File: config.mk
export PLATFORM = sky130hd
export DESIGN_NAME = sound_player
export DESIGN_NICKNAME = d
export VERILOG_FILES = /design/src/rtl/sound_player.sv
export SDC_FILE = /design/constraint.sdc
export NUM_CORES = 1
export LEC_CHECK = 0
export BUFFER_PORTS_ARGS = -buffer_cell sky130_fd_sc_hd__buf_2
export CAP_MARGIN = 40
export CORE_MARGIN = 4
export CORE_UTILIZATION = 52
export CTS_CLUSTER_DIAMETER = 50
export DETAILED_ROUTE_END_ITERATION = 6
export PLACE_DENSITY = 0.8
export SYNTH_ARGS = -nofsm -noshare
export SYNTH_HDL_FRONTEND = slang
export SYNTH_SLANG_ARGS = --single-unit
File: constraint.sdc
create_clock -name clk -period 3.15 [get_ports clk]
set_clock_uncertainty 0.1 [all_clocks]
set_input_delay 0.1575 -clock clk [delete_from_list [all_inputs] [get_ports clk]]
set_output_delay 0.1575 -clock clk [all_outputs]
set_load 0.01 [all_outputs]
File: src/rtl/sound_player.sv
// Plays back recorder memory one sample per interval and renders the current
// sample as a free-running PWM stream for an RC-filtered speaker.
module sound_player #(
    parameter int SAMPLE_INTERVAL_CLK = 3000,
    parameter int PWM_BITS            = 10,
    parameter int ADDR_WIDTH          = 19,
    parameter bit SIGNED_INPUT        = 1'b0
) (
    input  logic                  clk,
    input  logic                  reset_clk,
    input  logic                  play_n,
    input  logic [ADDR_WIDTH-1:0] write_pointer,
    output logic [ADDR_WIDTH-1:0] read_pointer,
    input  logic [PWM_BITS-1:0]   read_data,
    output logic [PWM_BITS-1:0]   sample,
    output logic                  playing,
    output logic                  done,
    output logic                  pwm_out
);
    localparam int CNT_W = (SAMPLE_INTERVAL_CLK > 1) ? $clog2(SAMPLE_INTERVAL_CLK) : 1;
    localparam logic [CNT_W-1:0] CNT_LAST = CNT_W'(SAMPLE_INTERVAL_CLK - 1);

    typedef enum logic [1:0] {IDLE, PLAY, LAST} state_t;

    state_t                state;
    logic [CNT_W-1:0]      interval_cnt;
    logic [PWM_BITS-1:0]   pwm_cnt;
    logic [ADDR_WIDTH:0]   next_addr;
    logic                  interval_end;

    // Two's complement to offset-binary is just an MSB flip.
    function automatic logic [PWM_BITS-1:0] conv(input logic [PWM_BITS-1:0] d);
        return d ^ {SIGNED_INPUT, {(PWM_BITS-1){1'b0}}};
    endfunction

    // One extra bit so the end-of-data compare cannot wrap at the top of memory.
    assign next_addr    = {1'b0, read_pointer} + (ADDR_WIDTH+1)'(1);
    assign interval_end = (interval_cnt == CNT_LAST);

    always_ff @(posedge clk) begin
        if (reset_clk) begin
            state        <= IDLE;
            read_pointer <= '0;
            interval_cnt <= '0;
            sample       <= '0;
            playing      <= 1'b0;
            done         <= 1'b0;
        end else begin
            done <= 1'b0;
            case (state)
                IDLE: begin
                    read_pointer <= '0;
                    sample       <= '0;
                    interval_cnt <= '0;
                    if (!play_n && (write_pointer != '0)) begin
                        state   <= PLAY;
                        playing <= 1'b1;
                    end
                end
                PLAY: begin
                    if (play_n) begin
                        state        <= IDLE;
                        playing      <= 1'b0;
                        sample       <= '0;
                        read_pointer <= '0;
                        interval_cnt <= '0;
                    end else if (interval_end) begin
                        interval_cnt <= '0;
                        sample       <= conv(read_data);
                        read_pointer <= next_addr[ADDR_WIDTH-1:0];
                        if (next_addr >= {1'b0, write_pointer})
                            state <= LAST;
                    end else begin
                        interval_cnt <= interval_cnt + CNT_W'(1);
                    end
                end
                LAST: begin
                    if (play_n) begin
                        state        <= IDLE;
                        playing      <= 1'b0;
                        sample       <= '0;
                        read_pointer <= '0;
                        interval_cnt <= '0;
                    end else if (interval_end) begin
                        state        <= IDLE;
                        playing      <= 1'b0;
                        done         <= 1'b1;
                        sample       <= '0;
                        read_pointer <= '0;
                        interval_cnt <= '0;
                    end else begin
                        interval_cnt <= interval_cnt + CNT_W'(1);
                    end
                end
                default: begin
                    state   <= IDLE;
                    playing <= 1'b0;
                end
            endcase
        end
    end

    // PWM period is fixed by the counter width, independent of sample timing.
    always_ff @(posedge clk) begin
        if (reset_clk) begin
            pwm_cnt <= '0;
            pwm_out <= 1'b0;
        end else begin
            pwm_cnt <= pwm_cnt + PWM_BITS'(1);
            pwm_out <= (pwm_cnt < sample);
        end
    end

endmodule

==> results of run 1 <==
-- worst min-delay path, cell delays in order --
cell	delay, ns
buf_2	0.10
nand3_1	0.07
a21oi_1	0.06
-- per-stage QoR --
step                setup slack, ns  std cells  utilization [%]  power, W
floorplan                     0.234        422                -   0.00124
global placement              0.238        556             60.6   0.00142
detailed placement           0.0648        556             60.6   0.00143
CTS                          0.0431        574             63.9   0.00192
global route                -0.0206        575             64.3   0.00204
finish                        0.213        575             64.3   0.00191
-- timing repair --
item / in CTS / in global routing
resized for setup: 0 / 3
endpoints found under the hold margin: 10 / 0
setup buffers: 0 / 1
hold buffers: 10 / 0
setup endpoints to repair: 0 / 2
-- worst paths after layout --
check | depth (start not counted) | startpoint | to | slack (ns)
setup / recovery | 12 | read_pointer[1]$_SDFFE_PP0P_ | state[0]$_SDFFE_PP0P_ | 0.21
hold / removal | 3 | read_data[4] | sample[4]$_SDFFE_PP0P_ | 0.008
setup reg to reg | 12 | read_pointer[1]$_SDFFE_PP0P_ | state[0]$_SDFFE_PP0P_ | 0.21
hold reg to reg | 1 | pwm_cnt[0]$_SDFF_PP0_ | pwm_cnt[0]$_SDFF_PP0_ | 0.36
-- cell families (layout without fill, tap and decap cells) --
family,Yosys count,after routing,synth area share [%]
fa+ha+maj,35,35,12.6
xor+xnor,33,33,8.31
compound gates,86,86,15.0
buf+inv,45,121,5.07
simple gates,164,164,26.0
mux,3,3,0.863
flops,56,56,32.2
-- sequential cells by signal, summed over array words and instances, names as in the netlist --
name          count
interval_cnt     12
pwm_out           1
done              1
sample           10
pwm_cnt          10
playing           1
read_pointer     19
state             2
-- synthesized netlist by cell type (2+ instances only) --
cell | number | area, µm²
xor2_1 | 20 | 175
and3_1 | 7 | 43.8
o41ai_1 | 2 | 17.5
nand3b_1 | 7 | 52.6
nand2_1 | 34 | 128
nor4_1 | 6 | 37.5
and4_1 | 7 | 61.3
nand3_1 | 27 | 135
nand2b_1 | 4 | 25.0
inv_1 | 31 | 116
ha_1 | 35 | 438
a41oi_1 | 2 | 17.5
a22oi_1 | 3 | 22.5
o211ai_1 | 3 | 22.5
and2_1 | 6 | 37.5
clkbuf_1 | 7 | 26.3
a21o_1 | 4 | 30.0
nor2b_1 | 5 | 31.3
buf_2 | 6 | 30.0
a21oi_1 | 40 | 200
nand4_1 | 9 | 56.3
a211oi_1 | 4 | 30.0
dfxtp_1 | 56 | 1120
mux2i_1 | 3 | 30.0
xnor2_1 | 13 | 114
a31oi_1 | 3 | 18.8
nor2_1 | 33 | 124
o21ai_0 | 19 | 95.1
or3_1 | 7 | 43.8
-- area by class of cell --
type | instances | area (µm²) | share of cell area (%)
multi-input combinational | 321 | 2200 | 53.2
sequential | 56 | 1120 | 27.1
timing repair buffer | 82 | 483 | 11.7
inverter | 31 | 116 | 2.82
tap | 77 | 96.3 | 2.33
clock buffer | 5 | 68.8 | 1.67
clock inverter | 3 | 47.5 | 1.15
-- per-layer routing --
layer	part of all wire (%)	vias to the layer above	routed length, µm	track usage, %
met5	0	-	0	0
met4	1.0	0	84	6.13
met3	6.4	8	523	4.01
met2	47	103	3860	34.3
met1	45	1477	3710	26.9
li1	-	1637	-	-
-- report_power, final --
part,internal (W),switching [W],total (W)
registers,0.000746,0.0000295,0.000776
clock network,0.000240,0.000243,0.000483
logic,0.000232,0.000423,0.000655
total,0.00122,0.000695,0.00191
==> results_dict.tcl, run 1 <==
set metrics [dict create \
    hold_ws_ns 0.00801 \
    synthesis.instances 422 \
    power.density_mw_per_mm2 463 \
    synth-edff-count 0 \
    routed_wirelength_um 8180 \
    drv_slew 0 \
    routed_via_density 5.61 \
    mostFrequentLayoutCells "buf_2 (63), dfxtp_1 (56), a21oi_1 (40)" \
    crit_arrival_ns 3.08 \
    max_stage_delay_ns 0.43 \
    ys_types 48 \
    n_fill_cell 551 \
    track_usage_pct 20.5 \
    hold_violations 0 \
    period_needed_ns 2.94 \
    cts_buffer_depth 2 \
    crit_required_ns 3.30 \
    hold_class "input pin to register" \
    area_growth_syn_to_layout_pct 18.7 \
    cts_tree "yes" \
    clk_pin_slew_ns 0.10 \
    antenna_found_initial 0 \
    antenna_cells 0 \
    seq_area_frac_synth_pct 32.2 \
    start_kind "register" \
    critical_path.cell_chain "ha_2 > nand3_2 > nor3_4 > and3_1 > xor2_1 > ha_1 > a21oi_1 > o211ai_1 > a21oi_1 > o41ai_2 > o211ai_1 > mux2i_1" \
    dr.pass1.iters 4 \
    setup_viol 0 \
    critPathMaxFanout 6 \
    drtIter0Drc 184 \
    fp.coreArea_mm2 0.00642 \
    portBuffers 63 \
    clock_sinks 56 \
    crit_buf_inv 0 \
    synthesis.nets 489 \
    ant_nets 0 \
    critPathCaptureType "register" \
    placed_cell_area_mm2 0.00389 \
    grt_overflow_total 0 \
    worstMarginPinSlew_ns 0.542 \
    slew_headroom_pct 63.4 \
    finalCritPeriodShare_pct 93.2 \
    tns_ns 0 \
    ys.flop_type "dfxtp_1" \
    num_vias 3225 \
    crit_slowest_cell "dfxtp_1" \
    rows 29 \
    grt_max_degree 28 \
    critPathKind "register to register" \
    synth_warnings 0 \
    drive_above_1_share_pct 18.7 \
    remaining_drc_errors 0 \
    p_leak_nw 1.87 \
    htree_levels 2 \
    root_buffer "clkbuf_8" \
    max_freq_ghz 0.341 \
    ir_drop_mv 0.238 \
    numCtsBuffers 5 \
    fp.dieH_um 89.8 \
    synthesis.area_mm2 0.00348 \
    grt_first_pass_wirelength_um 14200 \
    cap_violations 0 \
    post-dp-hpwl_um 6200 \
    async_flop_share_pct 0 \
    dieArea_mm2 0.00806 \
    final_common_cell "buf_2" \
    final_nets 564 \
    post_drt_wl_per_cell_um 14.2 \
    synth_area_per_cell_um2 8.24 \
    synth.ff_latch_count 56 \
    die_w_um 89.8 \
    critical-path-top-delay-family "compound AO/OA/AOI/OAI gates" \
    finalWeightedCongestion 0.876 \
    status "finished, final reports clean" \
    postLayoutCellArea_mm2 0.00413 \
    start_util_pct 54.2 \
    ios 64 \
    clock_latency_ns 0.31 \
    grt_pass1_vias 3096 \
]
Power figures use the tool's default switching activity.
==> run 2: changes to the inputs <==
- clock period: 3.15 -> 2.9 ns (I/O delays scaled with it)
==> results_dict.tcl, run 2 (same netlist as run 1, synthesis figures left out) <==
set metrics [dict create \
    p_leak_nw 1.93 \
    p_int_w 0.00132 \
    period_needed_ns 2.81 \
    routed_via_density 5.67 \
    sw_frac_of_total_pct 36.2 \
    area_growth_syn_to_layout_pct 21.7 \
    dr.pass1.iters 4 \
    mostFrequentLayoutCells "buf_2 (63), dfxtp_1 (50), a21oi_1 (39)" \
    ir_drop_mv 0.299 \
    grt_overflow_total 0 \
    critPathMaxFanout 7 \
    dieArea_mm2 0.00806 \
    drtIter0Drc 170 \
    regMostFlops "read_pointer" \
    max_freq_ghz 0.356 \
    start_kind "register" \
    hold_ws_ns 0.183 \
    pwr-share-clk_pct 24.8 \
    biggestRegsByFlops "read_pointer x19, interval_cnt x12" \
    remaining_drc_errors 0 \
    root_buffer "clkbuf_8" \
    p_sw_w 0.000752 \
    clock_sinks 56 \
    grt_first_pass_wirelength_um 14500 \
    fp.coreArea_mm2 0.00642 \
    num_vias 3324 \
    post_drt_wl_per_cell_um 14.8 \
    r2r-start "read_pointer[0]$_SDFFE_PP0P_" \
    setup_ws_ns 0.0897 \
    ant_nets 0 \
    setup_viol 0 \
    crit_arrival_ns 2.95 \
    hold_class "input pin to register" \
    combPwrFrac_pct 34.3 \
    portBuffers 63 \
    worstMarginPinSlew_ns 0.572 \
    drive_above_1_share_pct 21.8 \
    clock_latency_ns 0.31 \
    crit_required_ns 3.04 \
    antenna_cells 0 \
    numCtsBuffers 5 \
    status "finished, final reports clean" \
    hold_violations 0 \
    r2r_slack_ns 0.09 \
    grt_max_degree 27 \
    final_common_cell "buf_2" \
    critPathKind "register to register" \
    drv_slew 0 \
    rows 29 \
    slew_headroom_pct 61.4 \
    ios 64 \
    p_seq_share_pct 40.9 \
    die_w_um 89.8 \
    antenna_found_initial 0 \
    routed_wirelength_um 8650 \
    finalWeightedCongestion 0.896 \
    track_usage_pct 20.9 \
    worst-r2r-cell-count 12 \
    post-dp-hpwl_um 6480 \
    htree_levels 2 \
    clk_pin_slew_ns 0.10 \
    power.density_mw_per_mm2 490 \
    critPathCaptureType "register" \
    grt_pass1_vias 3203 \
    largest_register_ff_count 19 \
    timing.critical_path.to "state[0]$_SDFFE_PP0P_" \
    cts_buffer_depth 2 \
    final_nets 575 \
    cap_violations 0 \
    cts_tree "yes" \
    crit_start "read_pointer[0]$_SDFFE_PP0P_" \
    start_util_pct 54.2 \
    dpl_worst_slack_ns -0.0375 \
    finalCritPeriodShare_pct 96.9 \
    fp.dieH_um 89.8 \
    reg2reg_to "state[0]$_SDFFE_PP0P_" \
]
run 2: worst min path at each step:
stage            startpoint                      endpoint  depth (start not counted)
2_1_floorplan        play_n               done$_SDFF_PP0_                          1
3_3_place_gp   read_data[7]        sample[7]$_SDFFE_PP0P_                          3
3_5_place_dp         play_n               done$_SDFF_PP0_                          2
4_1_cts           reset_clk  interval_cnt[1]$_SDFFE_PP0P_                          2
5_1_grt           reset_clk  read_pointer[0]$_SDFFE_PP0P_                          2
6_report          reset_clk  interval_cnt[1]$_SDFFE_PP0P_                          2
run 2: area by class of cell:
cell class | count | area [µm²]
clock inverters | 2 | 38.8
clock buffers | 6 | 72.6
inverters | 31 | 116
well taps | 77 | 96.3
flip-flops and latches | 56 | 1130
fillers | 541 | 2190
multi-input cells | 321 | 2210
repair buffers | 93 | 568
run 2: per-stage QoR:
stage	utilization [%]	cells	setup TNS, ns	instance area, µm²	total power [W]
2_1_floorplan	-	422	0	3480	0.00135
3_3_place_gp	61.5	563	0	3950	0.00153
3_5_place_dp	61.5	563	-0.0375	3950	0.00155
4_1_cts	65.0	582	0	4170	0.00208
5_1_grt	65.9	586	-0.0239	4230	0.00220
6_report	65.9	586	0	4230	0.00207
run 2: layer usage:
metal	vias to the layer above	track usage (%)	part of all wire, %
met5	-	0	0
li1	1657	-	-
met4	0	6.00	1.3
met2	106	35.8	47
met1	1548	26.8	45
met3	13	4.17	6.8
run 2: power by group through the flow:
stage / Combinational [W] / Clock, W / Sequential [W]
final: 0.000712 / 0.000515 / 0.000848
after global routing: 0.000791 / 0.000556 / 0.000854
after CTS: 0.000706 / 0.000526 / 0.000848
after detailed placement: 0.000690 / 0 / 0.000865
after global placement: 0.000671 / 0 / 0.000861
after floorplan: 0.000478 / 0 / 0.000867
run 2: what timing repair did:
item	CTS	global route
gates cloned	0	0
gates resized for setup	1	11
pin swaps	2	5
setup endpoints to repair	2	2
hold endpoints to repair	11	0
setup buffers	0	4
hold buffers	11	0
run 2: critical path: stages, from the launching register on:
cell and delay (ns):
dfxtp_4 0.40, ha_2 0.21, nand3_2 0.11, nor3_4 0.24, buf_4 0.17, nand4_1 0.11, xnor2_1 0.30, ha_1 0.31
nand3_1 0.12, nand2b_1 0.13, a21oi_1 0.07, o211ai_1 0.27, mux2i_1 0.21
